<file path="src/rtl/intra4_rd_select.sv">
// intra4_rd_select: RD-score evaluation and best-mode tracking for one 4x4
// sub-block of the intra-4x4 mode decision. One candidate per mode arrives
// from the spectral-distortion stage. Each candidate's score is computed in
// a two-stage pipeline and folded into a running minimum.
module intra4_rd_select #(
  parameter int unsigned NUM_MODES  = 10,
  parameter int unsigned DISTO_MULT = 256
) (
  input  logic               clk,
  input  logic               rst_n,
  input  logic               start,
  input  logic [15:0]        tlambda,
  input  logic [15:0]        lambda,
  input  logic               cand_valid,
  input  logic [3:0]         cand_mode,
  input  logic signed [31:0] disto,
  input  logic [31:0]        sse,
  input  logic [31:0]        rate,
  input  logic [15:0]        hdr,
  output logic               busy,
  output logic               done,
  output logic [3:0]         best_mode,
  output logic [63:0]        best_score,
  output logic [31:0]        best_sd
);

  localparam int unsigned CW = $clog2(NUM_MODES + 1);

  typedef enum logic [1:0] {
    S_IDLE,
    S_COLLECT,
    S_FLUSH,
    S_DONE
  } state_t;

  state_t        state_q, state_d;
  logic [CW-1:0] cnt_q, cnt_d;
  logic [15:0]   tlambda_q, tlambda_d;
  logic [15:0]   lambda_q, lambda_d;

  // Stage 1: SD and the rate term
  logic          s1_valid_q, s1_valid_d;
  logic [3:0]    s1_mode_q, s1_mode_d;
  logic [31:0]   s1_sse_q, s1_sse_d;
  logic [31:0]   s1_sd_q, s1_sd_d;
  logic [63:0]   s1_rl_q, s1_rl_d;

  // Stage 2: full score
  logic          s2_valid_q, s2_valid_d;
  logic [3:0]    s2_mode_q, s2_mode_d;
  logic [31:0]   s2_sd_q, s2_sd_d;
  logic [63:0]   s2_score_q, s2_score_d;

  // Tracker. have_best stands in for the all-ones initial best score, so
  // the visible outputs hold their old values until a new candidate lands.
  logic          have_best_q, have_best_d;
  logic [3:0]    best_mode_q, best_mode_d;
  logic [63:0]   best_score_q, best_score_d;
  logic [31:0]   best_sd_q, best_sd_d;

  logic          accept;
  logic [31:0]   dc;
  logic [47:0]   sd_prod;

  // Datapath: clamp distortion, scale to SD, build score terms
  always_comb begin
    dc         = disto[31] ? '0 : $unsigned(disto);
    sd_prod    = 48'(tlambda_q) * 48'(dc);
    s1_mode_d  = cand_mode;
    s1_sse_d   = sse;
    s1_sd_d    = (tlambda_q == 16'd0) ? '0 : 32'((sd_prod + 48'd128) >> 8);
    s1_rl_d    = (64'(rate) + 64'(hdr)) * 64'(lambda_q);
    s2_mode_d  = s1_mode_q;
    s2_sd_d    = s1_sd_q;
    s2_score_d = s1_rl_q + 64'(DISTO_MULT) * (64'(s1_sse_q) + 64'(s1_sd_q));
  end

  // Control: FSM next state, candidate counting, pipeline valids, tracker
  always_comb begin
    accept       = cand_valid && (state_q == S_COLLECT) && !start;
    state_d      = state_q;
    cnt_d        = cnt_q;
    tlambda_d    = tlambda_q;
    lambda_d     = lambda_q;
    s1_valid_d   = accept;
    s2_valid_d   = s1_valid_q;
    have_best_d  = have_best_q;
    best_mode_d  = best_mode_q;
    best_score_d = best_score_q;
    best_sd_d    = best_sd_q;

    if (s2_valid_q && (!have_best_q || (s2_score_q < best_score_q))) begin
      have_best_d  = 1'b1;
      best_mode_d  = s2_mode_q;
      best_score_d = s2_score_q;
      best_sd_d    = s2_sd_q;
    end

    if (start) begin
      // start from any state restarts; in-flight work and tracker are dropped
      state_d     = S_COLLECT;
      cnt_d       = '0;
      tlambda_d   = tlambda;
      lambda_d    = lambda;
      s1_valid_d  = 1'b0;
      s2_valid_d  = 1'b0;
      have_best_d = 1'b0;
      best_mode_d  = best_mode_q;
      best_score_d = best_score_q;
      best_sd_d    = best_sd_q;
    end else begin
      case (state_q)
        S_COLLECT: begin
          if (cand_valid) begin
            cnt_d = cnt_q + CW'(1);
            if (cnt_q == CW'(NUM_MODES - 1)) state_d = S_FLUSH;
          end
        end
        S_FLUSH: begin
          if (!s1_valid_q && !s2_valid_q) state_d = S_DONE;
        end
        S_DONE:  state_d = S_IDLE;
        default: state_d = S_IDLE;
      endcase
    end
  end

  // State and pipeline registers
  always_ff @(posedge clk or negedge rst_n) begin
    if (!rst_n) begin
      state_q      <= S_IDLE;
      cnt_q        <= '0;
      tlambda_q    <= '0;
      lambda_q     <= '0;
      s1_valid_q   <= 1'b0;
      s1_mode_q    <= '0;
      s1_sse_q     <= '0;
      s1_sd_q      <= '0;
      s1_rl_q      <= '0;
      s2_valid_q   <= 1'b0;
      s2_mode_q    <= '0;
      s2_sd_q      <= '0;
      s2_score_q   <= '0;
      have_best_q  <= 1'b0;
      best_mode_q  <= '0;
      best_score_q <= '0;
      best_sd_q    <= '0;
    end else begin
      state_q      <= state_d;
      cnt_q        <= cnt_d;
      tlambda_q    <= tlambda_d;
      lambda_q     <= lambda_d;
      s1_valid_q   <= s1_valid_d;
      s1_mode_q    <= s1_mode_d;
      s1_sse_q     <= s1_sse_d;
      s1_sd_q      <= s1_sd_d;
      s1_rl_q      <= s1_rl_d;
      s2_valid_q   <= s2_valid_d;
      s2_mode_q    <= s2_mode_d;
      s2_sd_q      <= s2_sd_d;
      s2_score_q   <= s2_score_d;
      have_best_q  <= have_best_d;
      best_mode_q  <= best_mode_d;
      best_score_q <= best_score_d;
      best_sd_q    <= best_sd_d;
    end
  end

  assign busy       = (state_q == S_COLLECT) || (state_q == S_FLUSH);
  assign done       = (state_q == S_DONE);
  assign best_mode  = best_mode_q;
  assign best_score = best_score_q;
  assign best_sd    = best_sd_q;

endmodule
</file>
<file path="config.mk">
export PLATFORM = sky130hd
export DESIGN_NAME = intra4_rd_select
export DESIGN_NICKNAME = d
export VERILOG_FILES = /design/src/rtl/intra4_rd_select.sv
export SDC_FILE = /design/constraint.sdc
export NUM_CORES = 2
export LEC_CHECK = 0
export CAP_MARGIN = 30
export CORE_AREA = 8 8 351 353
export DETAILED_ROUTE_END_ITERATION = 8
export DIE_AREA = 0 0 359 361
export PLACE_DENSITY = 0.65
export SYNTH_ARGS = -nofsm -noshare
export SYNTH_HDL_FRONTEND = slang
export SYNTH_SLANG_ARGS = --single-unit
export TNS_END_PERCENT = 50
</file>
<file path="constraint.sdc">
create_clock -name clk -period 17.3 [get_ports clk]
set_input_delay 3.46 -clock clk [delete_from_list [all_inputs] [get_ports clk]]
set_output_delay 3.46 -clock clk [all_outputs]
set_load 0.05 [all_outputs]
</file>
After elaboration in Yosys (flattened, before gate mapping)
Index checks and enable logic that the tools add are counted.

Flip-flop bits (word level): 358. Bits of input ports: 152. Output and inout bits: 102. Word-level logic and storage cells: 64.

Add/sub/neg operators: 5. $mul: 2. $lt $le $gt $ge: 1. Equal/unequal tests: 7. Multiplexer cells: 14. Bitwise gates (word level): 1. Reductions and logical operators: 17.

Operators by type and width (number): less-than comparator 64 bit (1); adder 49 x 41 -> 50 bit (1); multiplier 33 x 16 -> 49 bit (1); adder 40 x 8 -> 40 bit (second input constant) (1); multiplier 16 x 31 -> 40 bit (1); adder 32 x 16 -> 33 bit (1); adder 32 x 32 -> 33 bit (1); two-way mux 32 bit (1); two-way mux 31 bit (1); logical NOT 16 bit (1); two-way mux 4 bit (3); two-way mux 2 bit (4); != test 3 bit (second input constant) (2); nonzero test 2 bit (3); adder 4 x 1 -> 4 bit (second input constant) (1); == test 2 bit (second input constant) (2); == test 4 bit (second input constant) (1); logical AND 1 bit (4); logical NOT 1 bit (4); two-way mux 1 bit (4); case mux 2 bit (2 select lines) (1); AND reduction 2 bit (2); != test 3 x 2 -> 1 bit (second input constant) (1); AND reduction 3 bit (1); other kinds (3) (4).

Logic depth before layout (Yosys ltp)
Depth in word-level cells: 5. Mapped depth: 37. Gate-level depth less buffers: 35.

Worst setup path before layout
No wires, ideal clock.

Kind: input -> register. Start: input rate[0]. End: register s1_rl_q[46]. Library setup time: 0.080 ns. Arrival time: 10.928 ns. Data required time: 17.220 ns. Setup slack: 6.292 ns. Stages: 33. Buffers on the path: 2. Cells stage by stage: ha_1 -> inv_1 -> fa_1 -> nor2b_1 -> o21a_1 -> o21ai_1 -> a21oi_2 -> o21a_1 -> o211ai_2 -> a21o_1 -> a21boi_1 -> xor2_1 -> buf_4 -> nand2_1 -> fa_1 -> fa_1 -> fa_1 -> inv_1 -> fa_1 -> fa_1 -> inv_1 -> fa_1 -> inv_1 -> ha_1 -> clkbuf_1 -> a21oi_1 -> o21ai_0 -> or4_1 -> a31oi_2 -> nor2_1 -> a221o_1 -> a21oi_1 -> xnor2_1.

Word-level cells in the longest chain between the ends: 2.

RTL lines: start, declared (line 18) `input logic [31:0] rate,`; adder 32 x 16 -> 33 bit (line 72) `s1_rl_d = (64'(rate) + 64'(hdr)) * 64'(lambda_q);`; multiplier 33 x 16 -> 49 bit (line 72); named net s1_rl_d[46] (line 46) `logic [63:0] s1_rl_q, s1_rl_d;`; end signal, assigned (line 157) `s1_rl_q <= s1_rl_d;`; end, declared (line 46).

The timed path passes the listed nets, and every way through them passes these cells. A chain may end at the register's enable or synchronous reset.

Worst setup path after layout
Start: input rate[0]. End: register s1_rl_q[48].

The elaborated chain is that of the path after synthesis.

==> results.cfg <==
[routing]
wl_per_cell_um = 18.4
drt-pass1-iter-count = 5
viasPerCell = 5.09
routed_wl_um = 122000
dr_total_vias = 33580
drtAntennaViolNets = 0
first_iter_violations = 2009
drc = 0

[clocking]
cts_root_buffer = clkbuf_16
cts_buffers = 42
post_cts_resized = 0
post_cts_buffers = 0
clk_pin_slew_ns = 0.06
cts_buffer_depth = 3
worstSkewPairLatency_ns = 0.61
numClockSinks = 330
cts_max_level = 2
holdBufCountCts = 0
cts_tree = built

[setup_path]
cp_slowest_stage_delay_ns = 0.81
crit_slowest_cell = xnor2_2
worst-setup-path-type = input pin to flop
arrival_ns = 12.67
cp_data_required_time_ns = 17.79
start_kind = input pin
critPathCaptureType = flop
worst_path_most_repeated_cell = fa_1
cp_max_fo = 16

[die]
ios = 254
rows = 126
dieArea_um2 = 130000
fp.coreArea_um2 = 117000
die_w_um = 359
initial_core_util = 0.396
fp.dieH_um = 361

[layout]
register_area_um2 = 8260
drive_gt1_frac = 0.0545
layout.nets = 6368
fill_cells = 11158
n_antenna_cell = 0
multiInputGateArea_um2 = 34100
area_growth_pct = 12.2

[logic_synthesis]
yosys.area.top_type_share = 0.353
async_reset_ff_frac = 1.00
syn_inst = 4872
synth_mux_area_frac = 0.0290
yosysSeqAreaShare = 0.177
yosys-top-cells-count = 937 x inv_1, 820 x fa_1, 715 x nand2_1
yosys.area_share.simple = 0.144
ys_seq_elements = 330
synth_xor_area_frac = 0.0340
synth_edf_count = 0
ys.flop_type = dfrtp_1
yosysMostFrequentCell = inv_1
synth_top_cell_by_area = fa_1
yosys_warnings = 0
postSynthAreaPerCell_um2 = 9.55
synth.distinct_cells = 74
synth_top_family_by_area = adder cells
yosys-top-cells-area = fa_1 35%, dfrtp_1 18%, ha_1 9.8%
synth_compound_area_frac = 0.0689
synth_fa_ha_area_frac = 0.451
syn-cell-area_um2 = 46500

[sta]
slew_headroom = 0.284
tightest_slew_ns = 1.07
fmax_mhz = 82.1
finalSetupViolCount = 0
maxSlewViolCount = 0
tns_ns = 0
rsz0062_at_grt = no
fin_crit_sh = 0.704
period_minus_slack_ns = 12.18
fin_worst_skew_ns = 0.0395
finalHoldViolations = 0

[global_route]
gr-total-overflow = 0
grt_pass1_vias = 36333
grt_use_total = 0.190
grt_pass1_wl_um = 199000
grt_antenna_before_repair = 5
grt_max_degree = 89

[placement]
dp_hpwl_um = 93300
portBuffers = 239
gp_congestion = 0.871

[outcome]
status = finished, final reports clean

[min_path]
hold_path.class = flop to flop

[job]
drv_cap = 0
cell type report:
cell class              count  share of cell area
multi-input cells        3405               0.653
flip-flops and latches    330               0.158
inverters                 937              0.0674
repair buffers            315              0.0573
well taps                1536              0.0368
clock buffers              58              0.0232
clock inverters            18             0.00434
registers in the layout, indices dropped and copies added (netlist names):
name and cells:
best_sd 32, s1_valid_q 1, lambda_q 16, state_q 2, have_best_q 1, s1_sse_q 32, best_score 50, s2_valid_q 1
cnt_q 4, s2_sd_q 32, s2_score_q 50, s1_mode_q 4, s1_sd_q 32, tlambda_q 16, s2_mode_q 4, best_mode 4
s1_rl_q 49
worst paths after layout:
path / slack [ns] / cells after the start / to / start
max in group asynchronous: 12.32 / 3 / tlambda_q[7]$_DFFE_PN0P_ / rst_n
setup / recovery: 5.12 / 31 / s1_rl_q[48]$_DFF_PN0_ / rate[0]
setup reg to reg: 9.86 / 24 / s1_rl_q[41]$_DFF_PN0_ / lambda_q[4]$_DFFE_PN0P_
min in group asynchronous: 2.82 / 1 / best_score[1]$_DFFE_PN0P_ / rst_n
hold / removal: 0.34 / 0 / s2_score_q[6]$_DFF_PN0_ / s1_rl_q[6]$_DFF_PN0_
hold reg to reg: 0.34 / 0 / s2_score_q[6]$_DFF_PN0_ / s1_rl_q[6]$_DFF_PN0_
metrics by stage:
stage,worst slack (ns),utilization,hold WS [ns],instance area [um^2],std cells
floorplan,6.29,-,0.331,46600,4885
global placement,4.64,0.432,0.333,50700,6521
detailed placement,4.55,0.432,0.335,50700,6521
CTS,5.21,0.444,0.345,52200,6597
global route,4.52,0.445,0.354,52200,6599
finish,5.12,0.445,0.343,52200,6599
layer usage:
layer | share of wire | vias up | wire length [um] | track usage
met5 | 0.00011 | - | 13 | 0
met4 | 0.035 | 2 | 4220 | 0.0634
met3 | 0.065 | 218 | 7870 | 0.0365
met2 | 0.46 | 1001 | 56300 | 0.309
met1 | 0.44 | 17173 | 53200 | 0.257
li1 | - | 15186 | - | -
critical path: cells and delay by family:
| kind | cells | cell delay [ns] |
|---|---|---|
| AO/OA/AOI/OAI | 13 | 3.14 |
| XOR/XNOR | 2 | 0.91 |
| buffers and inverters | 3 | 0.58 |
| AND/OR/NAND/NOR | 4 | 0.56 |
| adder cells (fa/ha/maj) | 9 | 4.03 |
cell families (layout without fill, tap and decap cells):
group	Yosys count	after routing
simple gates	1419	1419
fa+ha+maj	1185	1185
buf+inv	1150	1328
compound gates	487	487
flops	330	330
xor+xnor	180	180
mux	120	120
other cells	1	14
cells in the final DEF, fill, tap and decap left out, types with 11 or more instances in the layout:
cell               n
buf_4             74
o21a_1            18
a21o_1           100
a31oi_1           14
nor2b_1           53
mux2_1            42
a211oi_1          16
mux2_2            78
o21bai_1          30
inv_1            937
clkdlybuf4s50_1  237
clkbuf_16         43
nand2b_1          32
dfrtp_1          327
nand4_1           18
o21ai_1           11
nand3_1           33
o21ai_0           71
nor2b_2           11
conb_1            14
xnor2_1          110
fa_1             820
a21oi_1          141
xor2_1            51
and3_1            17
ha_1             365
xnor2_2           11
nor3_1            32
and2_1           341
o211ai_1          13
nand2_1          715
nor2_1           131
Power is not shown: default switching activity piles up to over one toggle a cycle in this logic, so the estimate is an artifact.
